<file path="config.mk">
export PLATFORM = sky130hd
export DESIGN_NAME = ysyx_24100006_lsu_axil_master_flat
export DESIGN_NICKNAME = d
export VERILOG_FILES = /design/src/rtl/ysyx_24100006_lsu_axil_master_if.sv /design/src/rtl/ysyx_24100006_lsu_axil_master.sv /design/src/flat_wrapper.sv
export SDC_FILE = /design/constraint.sdc
export NUM_CORES = 1
export LEC_CHECK = 0
export CAP_MARGIN = 25
export CORE_UTILIZATION = 41
export DETAILED_ROUTE_END_ITERATION = 8
export PLACE_DENSITY = 0.81
export SYNTH_ARGS = -nofsm -noshare
export SYNTH_HDL_FRONTEND = slang
export SYNTH_SLANG_ARGS = --single-unit
</file>
<file path="constraint.sdc">
create_clock -name clk -period 2 [get_ports clk]
set_clock_uncertainty 0.1 [all_clocks]
set_input_delay 0.4 -clock clk [delete_from_list [all_inputs] [get_ports clk]]
set_output_delay 0.4 -clock clk [all_outputs]
set_load 0.005 [all_outputs]
</file>
<file path="src/rtl/ysyx_24100006_lsu_axil_master_if.sv">
// Bundles the MEM-stage request/response port and the AXI-Lite initiator channels of the LSU.
interface ysyx_24100006_lsu_axil_master_if #(
    parameter int ADDR_W = 32,
    parameter int DATA_W = 32
);
    logic              req_valid;
    logic              req_ready;
    logic              req_wen;
    logic [ADDR_W-1:0] req_addr;
    logic [DATA_W-1:0] req_wdata;
    logic [1:0]        req_size;
    logic              req_unsigned;
    logic              resp_valid;
    logic              resp_ready;
    logic [DATA_W-1:0] resp_rdata;
    logic              resp_err;

    logic [ADDR_W-1:0] axi_araddr;
    logic              axi_arvalid;
    logic              axi_arready;
    logic [DATA_W-1:0] axi_rdata;
    logic [1:0]        axi_rresp;
    logic              axi_rvalid;
    logic              axi_rready;
    logic [ADDR_W-1:0] axi_awaddr;
    logic              axi_awvalid;
    logic              axi_awready;
    logic [DATA_W-1:0] axi_wdata;
    logic [7:0]        axi_wstrb;
    logic              axi_wvalid;
    logic              axi_wready;
    logic [1:0]        axi_bresp;
    logic              axi_bvalid;
    logic              axi_bready;

    modport master (
        input  req_valid, req_wen, req_addr, req_wdata, req_size, req_unsigned, resp_ready,
        output req_ready, resp_valid, resp_rdata, resp_err,
        output axi_araddr, axi_arvalid, axi_rready,
        input  axi_arready, axi_rdata, axi_rresp, axi_rvalid,
        output axi_awaddr, axi_awvalid, axi_wdata, axi_wstrb, axi_wvalid, axi_bready,
        input  axi_awready, axi_wready, axi_bresp, axi_bvalid
    );

    modport slave (
        output req_valid, req_wen, req_addr, req_wdata, req_size, req_unsigned, resp_ready,
        input  req_ready, resp_valid, resp_rdata, resp_err,
        input  axi_araddr, axi_arvalid, axi_rready,
        output axi_arready, axi_rdata, axi_rresp, axi_rvalid,
        input  axi_awaddr, axi_awvalid, axi_wdata, axi_wstrb, axi_wvalid, axi_bready,
        output axi_awready, axi_wready, axi_bresp, axi_bvalid
    );
endinterface

</file>
<file path="src/rtl/ysyx_24100006_lsu_axil_master.sv">
// LSU AXI-Lite initiator: one load/store at a time with lane alignment and load extension.
// Optional macro YSYX_24100006_LSU_ALIGN_CHECK_EN rejects misaligned half/word accesses without bus traffic.
module ysyx_24100006_lsu_axil_master #(
    parameter int ADDR_W = 32,
    parameter int DATA_W = 32
) (
    input logic clk,
    input logic reset,
    ysyx_24100006_lsu_axil_master_if.master bus
);

    typedef enum logic [2:0] {IDLE, RADDR, RDATA, WRITE, WRESP, RESP} state_t;

    state_t            state, state_nxt;
    logic [ADDR_W-1:0] addr_q;
    logic [1:0]        size_q;
    logic              uns_q;
    logic [DATA_W-1:0] wdata_q;
    logic [3:0]        wstrb_q;
    logic [DATA_W-1:0] rdata_q;
    logic              err_q;
    logic              aw_done, w_done;
    logic              ar_hs, r_hs, aw_hs, w_hs, b_hs;

    function automatic logic [3:0] lane_strb(logic [1:0] size, logic [1:0] off);
        case (size)
            2'd0:    return 4'b0001 << off;
            2'd1:    return 4'b0011 << off;
            default: return 4'b1111;
        endcase
    endfunction

    // Half lanes are picked by off[1] only, so offset 1 and 3 fall back to the aligned half.
    function automatic logic [31:0] extract_load(logic [31:0] data, logic [1:0] size,
                                                 logic [1:0] off, logic uns);
        logic signed [7:0]  b;
        logic signed [15:0] h;
        b = data[8*off +: 8];
        h = data[16*off[1] +: 16];
        case (size)
            2'd0:    return uns ? {24'd0, b} : {{24{b[7]}}, b};
            2'd1:    return uns ? {16'd0, h} : {{16{h[15]}}, h};
            default: return data;
        endcase
    endfunction

`ifdef YSYX_24100006_LSU_ALIGN_CHECK_EN
    function automatic logic misaligned(logic [1:0] size, logic [1:0] off);
        return (size == 2'd1 && off[0]) || (size[1] && off != 2'd0);
    endfunction
`endif

    assign ar_hs = (state == RADDR) && bus.axi_arready;
    assign r_hs  = (state == RDATA) && bus.axi_rvalid;
    assign aw_hs = (state == WRITE) && !aw_done && bus.axi_awready;
    assign w_hs  = (state == WRITE) && !w_done && bus.axi_wready;
    assign b_hs  = (state == WRESP) && bus.axi_bvalid;

    always_comb begin
        state_nxt = state;
        case (state)
            IDLE: begin
                if (bus.req_valid) begin
`ifdef YSYX_24100006_LSU_ALIGN_CHECK_EN
                    if (misaligned(bus.req_size, bus.req_addr[1:0])) state_nxt = RESP;
                    else
`endif
                    state_nxt = bus.req_wen ? WRITE : RADDR;
                end
            end
            RADDR:   if (ar_hs) state_nxt = RDATA;
            RDATA:   if (r_hs) state_nxt = RESP;
            WRITE:   if ((aw_done || aw_hs) && (w_done || w_hs)) state_nxt = WRESP;
            WRESP:   if (b_hs) state_nxt = RESP;
            RESP:    if (bus.resp_ready) state_nxt = IDLE;
            default: state_nxt = IDLE;
        endcase
    end

    always_comb begin
        bus.req_ready   = (state == IDLE);
        bus.resp_valid  = (state == RESP);
        bus.resp_rdata  = rdata_q;
        bus.resp_err    = err_q;
        bus.axi_araddr  = addr_q;
        bus.axi_arvalid = (state == RADDR);
        bus.axi_rready  = (state == RDATA);
        bus.axi_awaddr  = addr_q;
        bus.axi_awvalid = (state == WRITE) && !aw_done;
        bus.axi_wdata   = wdata_q;
        bus.axi_wstrb   = {4'b0000, wstrb_q};
        bus.axi_wvalid  = (state == WRITE) && !w_done;
        bus.axi_bready  = (state == WRESP);
    end

    always_ff @(posedge clk) begin
        if (reset) begin
            state   <= IDLE;
            addr_q  <= '0;
            size_q  <= '0;
            uns_q   <= 1'b0;
            wdata_q <= '0;
            wstrb_q <= '0;
            rdata_q <= '0;
            err_q   <= 1'b0;
            aw_done <= 1'b0;
            w_done  <= 1'b0;
        end else begin
            state <= state_nxt;
            case (state)
                IDLE: begin
                    if (bus.req_valid) begin
                        addr_q  <= bus.req_addr;
                        size_q  <= bus.req_size;
                        uns_q   <= bus.req_unsigned;
                        wdata_q <= bus.req_wdata << {bus.req_addr[1:0], 3'b000};
                        wstrb_q <= lane_strb(bus.req_size, bus.req_addr[1:0]);
                        rdata_q <= '0;
                        err_q   <= 1'b0;
                        aw_done <= 1'b0;
                        w_done  <= 1'b0;
`ifdef YSYX_24100006_LSU_ALIGN_CHECK_EN
                        if (misaligned(bus.req_size, bus.req_addr[1:0])) begin
                            err_q <= 1'b1;
                            $display("Error: misaligned access");
                        end
`endif
                    end
                end
                RDATA: begin
                    if (r_hs) begin
                        rdata_q <= extract_load(bus.axi_rdata, size_q, addr_q[1:0], uns_q);
                        err_q   <= (bus.axi_rresp != 2'b00);
                    end
                end
                WRITE: begin
                    if (aw_hs) aw_done <= 1'b1;
                    if (w_hs) w_done <= 1'b1;
                end
                WRESP: begin
                    if (b_hs) begin
                        rdata_q <= '0;
                        err_q   <= (bus.axi_bresp != 2'b00);
                    end
                end
                default: ;
            endcase
        end
    end

endmodule
</file>
<file path="src/flat_wrapper.sv">
// flat-port wrapper written by rule: the top's interface ports become plain ports
module ysyx_24100006_lsu_axil_master_flat 
#(
    parameter int ADDR_W = 32,
    parameter int DATA_W = 32
)
  (clk, reset, bus_req_valid, bus_req_wen, bus_req_addr, bus_req_wdata, bus_req_size, bus_req_unsigned, bus_resp_ready, bus_req_ready, bus_resp_valid, bus_resp_rdata, bus_resp_err, bus_axi_araddr, bus_axi_arvalid, bus_axi_rready, bus_axi_arready, bus_axi_rdata, bus_axi_rresp, bus_axi_rvalid, bus_axi_awaddr, bus_axi_awvalid, bus_axi_wdata, bus_axi_wstrb, bus_axi_wvalid, bus_axi_bready, bus_axi_awready, bus_axi_wready, bus_axi_bresp, bus_axi_bvalid);
  ysyx_24100006_lsu_axil_master_if #(.ADDR_W(ADDR_W), .DATA_W(DATA_W)) bus_i ();
  input logic clk;
  input logic reset;
  input wire logic [$bits(bus_i.req_valid)-1:0] bus_req_valid;
  input wire logic [$bits(bus_i.req_wen)-1:0] bus_req_wen;
  input wire logic [$bits(bus_i.req_addr)-1:0] bus_req_addr;
  input wire logic [$bits(bus_i.req_wdata)-1:0] bus_req_wdata;
  input wire logic [$bits(bus_i.req_size)-1:0] bus_req_size;
  input wire logic [$bits(bus_i.req_unsigned)-1:0] bus_req_unsigned;
  input wire logic [$bits(bus_i.resp_ready)-1:0] bus_resp_ready;
  output wire logic [$bits(bus_i.req_ready)-1:0] bus_req_ready;
  output wire logic [$bits(bus_i.resp_valid)-1:0] bus_resp_valid;
  output wire logic [$bits(bus_i.resp_rdata)-1:0] bus_resp_rdata;
  output wire logic [$bits(bus_i.resp_err)-1:0] bus_resp_err;
  output wire logic [$bits(bus_i.axi_araddr)-1:0] bus_axi_araddr;
  output wire logic [$bits(bus_i.axi_arvalid)-1:0] bus_axi_arvalid;
  output wire logic [$bits(bus_i.axi_rready)-1:0] bus_axi_rready;
  input wire logic [$bits(bus_i.axi_arready)-1:0] bus_axi_arready;
  input wire logic [$bits(bus_i.axi_rdata)-1:0] bus_axi_rdata;
  input wire logic [$bits(bus_i.axi_rresp)-1:0] bus_axi_rresp;
  input wire logic [$bits(bus_i.axi_rvalid)-1:0] bus_axi_rvalid;
  output wire logic [$bits(bus_i.axi_awaddr)-1:0] bus_axi_awaddr;
  output wire logic [$bits(bus_i.axi_awvalid)-1:0] bus_axi_awvalid;
  output wire logic [$bits(bus_i.axi_wdata)-1:0] bus_axi_wdata;
  output wire logic [$bits(bus_i.axi_wstrb)-1:0] bus_axi_wstrb;
  output wire logic [$bits(bus_i.axi_wvalid)-1:0] bus_axi_wvalid;
  output wire logic [$bits(bus_i.axi_bready)-1:0] bus_axi_bready;
  input wire logic [$bits(bus_i.axi_awready)-1:0] bus_axi_awready;
  input wire logic [$bits(bus_i.axi_wready)-1:0] bus_axi_wready;
  input wire logic [$bits(bus_i.axi_bresp)-1:0] bus_axi_bresp;
  input wire logic [$bits(bus_i.axi_bvalid)-1:0] bus_axi_bvalid;
  assign bus_i.req_valid = bus_req_valid;
  assign bus_i.req_wen = bus_req_wen;
  assign bus_i.req_addr = bus_req_addr;
  assign bus_i.req_wdata = bus_req_wdata;
  assign bus_i.req_size = bus_req_size;
  assign bus_i.req_unsigned = bus_req_unsigned;
  assign bus_i.resp_ready = bus_resp_ready;
  assign bus_req_ready = bus_i.req_ready;
  assign bus_resp_valid = bus_i.resp_valid;
  assign bus_resp_rdata = bus_i.resp_rdata;
  assign bus_resp_err = bus_i.resp_err;
  assign bus_axi_araddr = bus_i.axi_araddr;
  assign bus_axi_arvalid = bus_i.axi_arvalid;
  assign bus_axi_rready = bus_i.axi_rready;
  assign bus_i.axi_arready = bus_axi_arready;
  assign bus_i.axi_rdata = bus_axi_rdata;
  assign bus_i.axi_rresp = bus_axi_rresp;
  assign bus_i.axi_rvalid = bus_axi_rvalid;
  assign bus_axi_awaddr = bus_i.axi_awaddr;
  assign bus_axi_awvalid = bus_i.axi_awvalid;
  assign bus_axi_wdata = bus_i.axi_wdata;
  assign bus_axi_wstrb = bus_i.axi_wstrb;
  assign bus_axi_wvalid = bus_i.axi_wvalid;
  assign bus_axi_bready = bus_i.axi_bready;
  assign bus_i.axi_awready = bus_axi_awready;
  assign bus_i.axi_wready = bus_axi_wready;
  assign bus_i.axi_bresp = bus_axi_bresp;
  assign bus_i.axi_bvalid = bus_axi_bvalid;
  ysyx_24100006_lsu_axil_master #(.ADDR_W(ADDR_W), .DATA_W(DATA_W)) u_core (.clk(clk), .reset(reset), .bus(bus_i));
endmodule
</file>
==> out/metrics.cfg, run 1 <==
[sta]
period_needed_ns=1.93
setup_viol=0
rsz0062_at_grt=no
relSlewSlack=0.578
max_clock_freq_mhz=518
min_period_over_period=0.965
finalHoldViolations=0
tns_ns=0
worstMarginPinSlew_ns=0.632
setup_slack_ns=0.0703
holdWs_ns=0.356
drv_slew=0

[clock_network]
postCtsHoldBufs=0
ctsLongestPathBuffers=2
clkTransAtPathRegs_ns=0.08
cts_inserted_buffers=9
cts-root-buf=clkbuf_16
clock_latency_ns=0.35
tritoncts=done
cts.sinks=109
htree_levels=3

[floorplanning]
dieWidth_um=115
die_h_um=115
io_pins=257
core_um2=12200
initial_core_util=0.427
num_rows=40
dieArea_um2=13200

[synthesis]
synth-seq-cells=109
synth_area_leader_cell=dfxtp_1
postSynthCellCount=602
yosysTopAreaCellShare=0.419
synth_common_cells=nand2_1, dfxtp_1, a21oi_1
syn_avg_cell_area_um2=8.65
async_reset_ff_frac=0
ys.flop_type=dfxtp_1
syn_area_um2=5210
yosys_warnings=0
synthDistinctLibCells=49
synth_area_leaders=dfxtp_1, nand2_1, a21oi_1, buf_4, mux2_2
synth.most_common_cell=nand2_1
synth_edf_count=0
ys_seq_area_frac=0.419

[power]
power.density_nw_per_um2=794
peakVddDrop_v=0.000408
p_total_uw=6500
p_leak_uw=0.00309

[critical_path]
r2r_slack_ns=0.13
crit_type=reg -> out
end_kind=output port
cp-start-kind=flip-flop
worst-endpoint-arrival_ns=1.43
crit_fanout=7
crit_required_ns=1.50

[global_route]
antenna_found_initial=0
grt_use_total=0.259
grt_pass1_vias=5341
grt-ovfl-total=0
grt_first_pass_wirelength_um=26800
grt_max_degree=50

[drt]
totalWireLength_um=17500
drc=0
dr.pass1.iters=5
ant_nets=0
vias=5327
post_drt_wl_per_cell_um=17.5
drt_iter0_drc=361
vias_per_cell=5.31

[place]
dp.cells=983
dpl.hpwl_um=13000
gp_congestion=0.873
port_buffers=252
place_ws_ns=-0.389

[layout]
drive_above_1_share=0.145
antennaDiodeCount=0
area_growth_pct=57.1
fin_nets=943
final_cells=1003

[hold_path]
hold_class=reg -> reg

[run_status]
status=complete, no violations

[flow_run]
maxCapViolCount=0

==> layout make-up <==
type | count | area, µm²
fill | 1007 | 4030
clock buffer | 9 | 225
multi-input combinational | 407 | 2500
inverter | 4 | 17.5
timing repair buffer | 299 | 2970
clock inverter | 7 | 66.3
tap | 168 | 210
sequential | 109 | 2190
==> registers in the layout (all words and copies together), names as in the netlist, 2 cells and up <==
signal and count:
u_core.bus.axi_wdata 32, u_core.bus.axi_araddr 32, u_core.bus.resp_rdata 32, u_core.state 3, u_core.size_q 2, u_core.wstrb_q 4
==> routing by layer <==
metal / share of wire / wire [µm] / vias to the layer above / global-route usage
met5: 0 / 0 / - / 0
met3: 0.087 / 1520 / 34 / 0.0693
met4: 0.024 / 414 / 0 / 0.105
li1: - / - / 2527 / -
met1: 0.39 / 6810 / 2484 / 0.290
met2: 0.50 / 8760 / 282 / 0.467
==> cells by family after synthesis <==
logic type,after synthesis,synth area share
flip-flops,109,0.419
AO/OA/AOI/OAI,140,0.184
multiplexers,43,0.0913
buffers and inverters,89,0.105
AND/OR/NAND/NOR,220,0.200
other,1,0.000720
==> critical path, stage by stage (launching register included) <==
cell and delay, ns:
dfxtp_2 0.39, buf_4 0.17, clkdlybuf4s50_1 0.52
==> power by group <==
| part | switching, µW | internal (µW) |
|---|---|---|
| Combinational | 925 | 1200 |
| Sequential | 193 | 2400 |
| Clock | 900 | 880 |
| Total | 2020 | 4480 |
==> cell usage in the layout, fill, tap and decap left out, types with 3 or more instances in the layout <==
cell,Yosys,layout
a221o_1,6,6
a32o_1,8,8
clkdlybuf4s50_1,0,244
mux2i_1,16,16
a21oi_1,68,68
dfxtp_2,0,3
buf_4,43,39
o21ai_0,11,11
o2bb2ai_1,8,8
nor2b_1,7,7
a221o_2,10,10
a221oi_1,8,8
nor2_1,30,30
nand3_1,9,9
nand2_1,112,112
mux2_2,26,26
dlygate4sd2_1,0,5
conb_1,1,4
nand2b_1,18,18
inv_8,0,3
nor3_1,28,27
clkbuf_16,0,10
o211ai_1,8,8
buf_12,0,7
dfxtp_1,109,104
==> through the flow <==
step / instance area, µm² / util
5_1_grt: 8190 / 0.670
3_3_place_gp: 7830 / 0.641
4_1_cts: 8140 / 0.667
6_report: 8190 / 0.670
3_5_place_dp: 7830 / 0.641
2_1_floorplan: 5220 / -
==> what timing repair did <==
action,in CTS,in global routing
gates cloned,0,1
endpoints found under the setup margin,25,18
pin swaps,0,1
endpoints found under the hold margin,0,0
setup buffers,3,0
resized for setup,11,7
==> final timing paths <==
path,startpoint,depth (start not counted),end
max,u_core.bus.axi_araddr[1],2,bus_axi_awaddr[1]
min,u_core.bus.axi_wdata[7],2,u_core.bus.axi_wdata[7]
max reg2reg,u_core.state[2],5,u_core.bus.resp_rdata[21]
min reg2reg,u_core.bus.axi_wdata[7],2,u_core.bus.axi_wdata[7]
Power figures use the tool's default switching activity.
==> run 2: changes to the inputs <==
--- a/config.mk
+++ b/config.mk
@@ -9,6 +9,7 @@
 export CORE_UTILIZATION = 41
 export DETAILED_ROUTE_END_ITERATION = 8
 export PLACE_DENSITY = 0.81
+export SETUP_SLACK_MARGIN = 0.15
 export SYNTH_ARGS = -nofsm -noshare
 export SYNTH_HDL_FRONTEND = slang
 export SYNTH_SLANG_ARGS = --single-unit
==> run 2 against run 1 <==
Effect of this change: critical path depth grew 5; via count grew 3.7%; routed wire length grew 8.9%; sequential share of layout area shrank 1.5 points; design area grew 6.5%.
==> out/metrics.cfg, run 2 (synthesized netlist as in run 1, its figures left out) <==
[layout]
antennaDiodeCount=0  ; unchanged
drive_above_1_share=0.201  ; +0.0565
fillerInstances=908  ; -9.8%
multi_input_area_um2=2740  ; +9.8%
area_growth_pct=67.3
fin_util=0.714  ; +0.0434
seq_area_um2=2200  ; +0.34%
mostFrequentLayoutCell=clkdlybuf4s50_1
fin_nets=962  ; +2.0%
final_cell_mix=clkdlybuf4s50_1, nand2_1, dfxtp_1

[floorplanning]
dieWidth_um=115  ; unchanged
dieArea_um2=13200  ; unchanged
die_h_um=115  ; unchanged
num_rows=40  ; unchanged
io_pins=257  ; unchanged
core_um2=12200  ; unchanged
initial_core_util=0.427  ; unchanged

[clock_network]
ctsLongestPathBuffers=2  ; unchanged
cts-root-buf=clkbuf_16
cts.sinks=109  ; unchanged
clock_latency_ns=0.35  ; about the same
tritoncts=done
clkTransAtPathRegs_ns=0.08  ; about the same
cts_inserted_buffers=9  ; unchanged
htree_levels=3  ; unchanged

[sta]
tns_ns=0  ; unchanged
max_clock_freq_mhz=506  ; -2.3%
worstMarginPinSlew_ns=0.643  ; +0.0109 ns
period_needed_ns=1.98  ; +0.0461 ns
holdWs_ns=0.358  ; +0.00239 ns
finalHoldViolations=0  ; unchanged
rsz0062_at_grt=yes
drv_slew=0  ; unchanged
min_period_over_period=0.988  ; +0.0231
relSlewSlack=0.571  ; -0.00728
setup_viol=0  ; unchanged

[drt]
ant_nets=0  ; unchanged
dr.pass1.iters=5  ; unchanged
totalWireLength_um=19100  ; +8.9%
vias_per_cell=5.41  ; +1.8%
post_drt_wl_per_cell_um=18.7  ; +6.9%
drc=0  ; unchanged
vias=5526  ; +3.7%
drt_iter0_drc=331  ; -8.3%

[global_route]
grt_pass1_vias=5440  ; +1.9%
use_met2=0.475  ; +0.00808
antenna_found_initial=0  ; unchanged
grt-ovfl-total=0  ; unchanged
grt_first_pass_wirelength_um=27400  ; +2.4%
grt_max_degree=50  ; unchanged
gr-usage-met3=0.0688  ; -0.000529
gr-usage-met1=0.297  ; +0.00765
grt_busiest_layer=met2
grt_use_total=0.267  ; +0.00750

[power]
p_int_uw=4700  ; +5.0%
net-switching-power_uw=2190  ; +8.3%
seq_power_share=0.376  ; -0.023
p_leak_uw=0.00333  ; +7.8%
combPwrFrac=0.365  ; +0.038
peakVddDrop_v=0.000410  ; +0.68%
switching_share=0.317  ; +0.00682
p_clk_frac=0.258  ; -0.016
power.density_nw_per_um2=790  ; -0.44%

[critical_path]
slowest_delay_ns=0.61  ; +0.09 ns
cp_slowest_cell=or4b_4
crit_chain=buf_6, buf_4, or4b_4, buf_12, clkbuf_16, nand2_1, a21oi_1
worst-endpoint-arrival_ns=2.10  ; +0.67 ns
crit_type=reg -> reg
crit_fanout=24  ; +17
cp-start-kind=flip-flop
crit_required_ns=2.12  ; +0.62 ns
cp.buffers_inverters=4  ; +2
r2r_slack_ns=0.02  ; -0.11 ns
crit_family=simple AND/OR/NAND/NOR gates
end_kind=flip-flop

[run_status]
status=complete, no violations

[place]
dpl.hpwl_um=13000  ; unchanged
port_buffers=252  ; unchanged
gp_congestion=0.873  ; unchanged

[hold_path]
hold_class=reg -> reg

[flow_run]
maxCapViolCount=0  ; unchanged

[run 2: cell count changes in the layout (fill, tap and decap cells not counted), sizes merged]
cell / previous run / this run
buf: 47 / 64
clkbuf: 10 / 16
clkdlybuf4s50: 244 / 239
dlygate4sd2: 5 / 4
dlymetal6s2s: 2 / 4
[run 2: per-layer routing]
layer  wire (µm)  share of wire
met1        7260           0.38
met2        9680           0.51
met3        1500          0.079
met4         627          0.033
met5           0              0
[run 2: timing repair]
item / CTS / global route
gates resized for setup: 38 / 52
setup endpoints to repair: 70 / 45
gates cloned: 2 / 5
buffers inserted: 9 / 7
pin swaps: 9 / 26
hold buffers: 0 / 0
[run 2: final cells by class]
class,count,share of cell area
clock buffer,9,0.0258
tap,168,0.0241
sequential,109,0.253
timing repair buffer,318,0.373
multi-input combinational,407,0.315
inverter,4,0.00201
clock inverter,7,0.00761
[run 2: worst register-to-register path: stages, from the launching register on]
cell and delay, ns:
dfxtp_4 0.35, buf_6 0.11, buf_4 0.13, or4b_4 0.61, buf_12 0.18, clkbuf_16 0.18
nand2_1 0.10, a21oi_1 0.08
[run 2: worst paths after layout]
kind,endpoint,cells past startpoint,start
max,u_core.bus.axi_wdata[28],7,u_core.state[0]
min reg2reg,u_core.bus.axi_wdata[3],2,u_core.bus.axi_wdata[3]
max reg2reg,u_core.bus.axi_wdata[28],7,u_core.state[0]
min,u_core.bus.axi_wdata[3],2,u_core.bus.axi_wdata[3]
[run 2: metrics by stage]
stage	instance area, µm²	instances	worst slack, ns	power [µW]
2_1_floorplan	5220	605	0.171	3620
4_1_cts	8310	1010	0.0316	6610
3_5_place_dp	7830	983	-0.389	4710
6_report	8720	1022	0.0242	6890
3_3_place_gp	7830	983	-0.354	4660
5_1_grt	8720	1022	-0.0232	7180
[run 2: power by group through the flow]
stage	clock, µW	sequential (µW)	combinational, µW
after floorplan	0	2590	1030
after global placement	0	2620	2030
after detailed placement	0	2630	2080
after CTS	1810	2580	2220
after global routing	1890	2620	2680
final	1780	2590	2520
==> run 3: changes to the inputs <==
--- a/config.mk
+++ b/config.mk
@@ -6,9 +6,10 @@
 export NUM_CORES = 1
 export LEC_CHECK = 0
 export CAP_MARGIN = 25
+export CORE_MARGIN = 1.5
 export CORE_UTILIZATION = 41
 export DETAILED_ROUTE_END_ITERATION = 8
-export PLACE_DENSITY = 0.81
+export PLACE_DENSITY = 0.89
 export SETUP_SLACK_MARGIN = 0.15
 export SYNTH_ARGS = -nofsm -noshare
 export SYNTH_HDL_FRONTEND = slang
==> run 3 against run 2 <==
Effect of this change: worst hold slack got worse by 0.0083 ns; sequential cell count unchanged; register-to-register slack got worse by 0.02 ns; clock-buffer cell count increased by 1; non-clock buffer count decreased by 7; critical path type unchanged; critical endpoint is now u_core.bus.axi_wdata[15].
==> out/metrics.cfg, run 3 (synthesized netlist as in run 1, its figures left out) <==
[place]
gp_congestion=0.870  ; -0.29%
port_buffers=252  ; unchanged
dpl.hpwl_um=12900  ; -0.57%
dp.cells=981  ; -0.20%
place_ws_ns=-0.394  ; -0.00521 ns

[flow_run]
maxCapViolCount=0  ; unchanged

[clock_network]
postCtsHoldBufs=0  ; unchanged
ctsLongestPathBuffers=2  ; unchanged
cts-root-buf=clkbuf_16
cts_inserted_buffers=9  ; unchanged
htree_levels=3  ; unchanged
clock_latency_ns=0.35  ; about the same
tritoncts=done
clkTransAtPathRegs_ns=0.07  ; about the same
cts.sinks=109  ; unchanged

[floorplanning]
dieArea_um2=13400  ; +1.8%
die_h_um=116  ; +0.87%
dieWidth_um=116  ; +0.87%
initial_core_util=0.427  ; unchanged
io_pins=257  ; unchanged
num_rows=40  ; unchanged
core_um2=12200  ; unchanged

[layout]
fillerInstances=902  ; -0.66%
mostFrequentLayoutCell=clkdlybuf4s50_1
fin_nets=955  ; -0.73%
fin_util=0.714  ; about the same
area_growth_pct=67.4  ; about the same
drive_above_1_share=0.205  ; +0.00403
antennaDiodeCount=0  ; unchanged
final_cells=1015  ; -0.68%
final_cell_mix=clkdlybuf4s50_1, nand2_1, dfxtp_1

[drt]
totalWireLength_um=19000  ; -0.21%
ant_nets=0  ; unchanged
drc=0  ; unchanged
drt_iter0_drc=401  ; +21%
post_drt_wl_per_cell_um=18.7  ; +0.48%
dr.pass1.iters=5  ; unchanged
vias=5534  ; +0.14%
vias_per_cell=5.45  ; +0.84%

[critical_path]
cp_slowest_cell=or4b_4
crit_type=reg -> reg
rr_worst_depth=8  ; +1
cp.buffers_inverters=4  ; unchanged
crit_fanout=6  ; -75%
crit_required_ns=2.19  ; +0.07 ns
endpoint=u_core.bus.axi_wdata[15]
path_common_cell=buf_6
r2r-start=u_core.state[1]
cp-start-kind=flip-flop
worst-endpoint-arrival_ns=2.19  ; +0.09 ns
end_kind=flip-flop
startpoint=u_core.state[1]
slowest_delay_ns=0.63  ; +0.02 ns
cp.depth=8  ; +1
reg2reg_to=u_core.bus.axi_wdata[15]
crit_chain=buf_6, buf_6, or4b_4, buf_12, buf_16, nor3_4, a21oi_2, nor2_1
r2r_slack_ns=0.004  ; -0.02 ns
crit_family=simple AND/OR/NAND/NOR gates

[sta]
holdWs_ns=0.350  ; -0.00831 ns
rsz0062_at_grt=yes
relSlewSlack=0.640  ; +0.0695
finalHoldViolations=0  ; unchanged
worstMarginPinSlew_ns=0.539  ; -0.104 ns
setup_viol=0  ; unchanged
period_needed_ns=2.00  ; +0.0201 ns
setup_slack_ns=0.00409  ; -0.0201 ns
min_period_over_period=0.998  ; +0.0100
drv_slew=0  ; unchanged
tns_ns=0  ; unchanged
max_clock_freq_mhz=501  ; -1.0%

[global_route]
grt_max_degree=48  ; -4.0%
grt_first_pass_wirelength_um=27000  ; -1.3%
grt-ovfl-total=0  ; unchanged
grt_pass1_vias=5202  ; -4.4%
antenna_found_initial=0  ; unchanged
grt_use_total=0.263  ; -0.00401

[power]
p_leak_uw=0.00330  ; -0.85%
power.density_nw_per_um2=798  ; +0.98%
peakVddDrop_v=0.000771  ; +88%

[run_status]
status=complete, no violations

[hold_path]
hold_class=reg -> reg

run 3: changes by cell type in the layout (fill, tap and decap cells not counted), moves of 3 or more:
| cell | change |
|---|---|
| dlygate4sd2_1 | -4 |
| buf_6 | -3 |
| inv_8 | -3 |
| nor3_1 | -3 |
| nand2_2 | +3 |
| nand2_1 | -3 |
| buf_4 | -7 |
| buf_2 | +3 |
| o2bb2ai_2 | +3 |
run 3: final cells by class:
class | instances | area (µm²) | share of cell area
Timing Repair Buffer | 311 | 3210 | 0.368
Multi-Input combinational cell | 407 | 2780 | 0.319
Sequential cell | 109 | 2200 | 0.252
Clock buffer | 10 | 229 | 0.0263
Tap cell | 168 | 210 | 0.0241
Clock inverter | 6 | 71.3 | 0.00818
Inverter | 4 | 17.5 | 0.00201
run 3: metal layers:
layer	track usage	up-vias	part of all wire
met5	0	-	0
met4	0.109	0	0.039
met3	0.0910	60	0.088
met2	0.464	309	0.50
met1	0.289	2608	0.37
li1	-	2557	-
run 3: worst min path at each step:
stage                                 start                      end  slack (ns)  depth (start not counted)
global placement    u_core.bus.axi_wdata[7]  u_core.bus.axi_wdata[7]        0.34                          2
floorplan           u_core.bus.axi_wdata[0]  u_core.bus.axi_wdata[0]        0.35                          2
finish              u_core.bus.axi_wdata[6]  u_core.bus.axi_wdata[6]        0.35                          2
detailed placement  u_core.bus.axi_wdata[6]  u_core.bus.axi_wdata[6]        0.34                          2
CTS                 u_core.bus.axi_wdata[6]  u_core.bus.axi_wdata[6]        0.35                          2
global route        u_core.bus.axi_wdata[0]  u_core.bus.axi_wdata[0]        0.38                          2
run 3: report_power, final:
group	internal (µW)	switching, µW	leakage, µW	total, µW
combinational	1430	1130	0.00227	2560
sequential	2400	188	0.000891	2590
clock	983	833	0.000140	1820
total	4810	2150	0.00330	6960
run 3: worst min-delay path: cells and delay by family, from the launching register on:
kind,cells,cell delay [ns]
simple gates,1,0.05
compound gates,1,0.05
flops,1,0.31
run 3: metrics by stage:
stage | cell area [µm²] | power, µW
finish | 8720 | 6960
CTS | 8410 | 6740
global route | 8720 | 7290
detailed placement | 7810 | 4710
global placement | 7810 | 4660
floorplan | 5220 | 3620
run 3: repair_timing:
action | in CTS | in global routing
setup endpoints to repair | 36 | 99
cloned | 3 | 4
gates resized for setup | 56 | 47
pin swaps | 9 | 23
setup buffers | 5 | 6
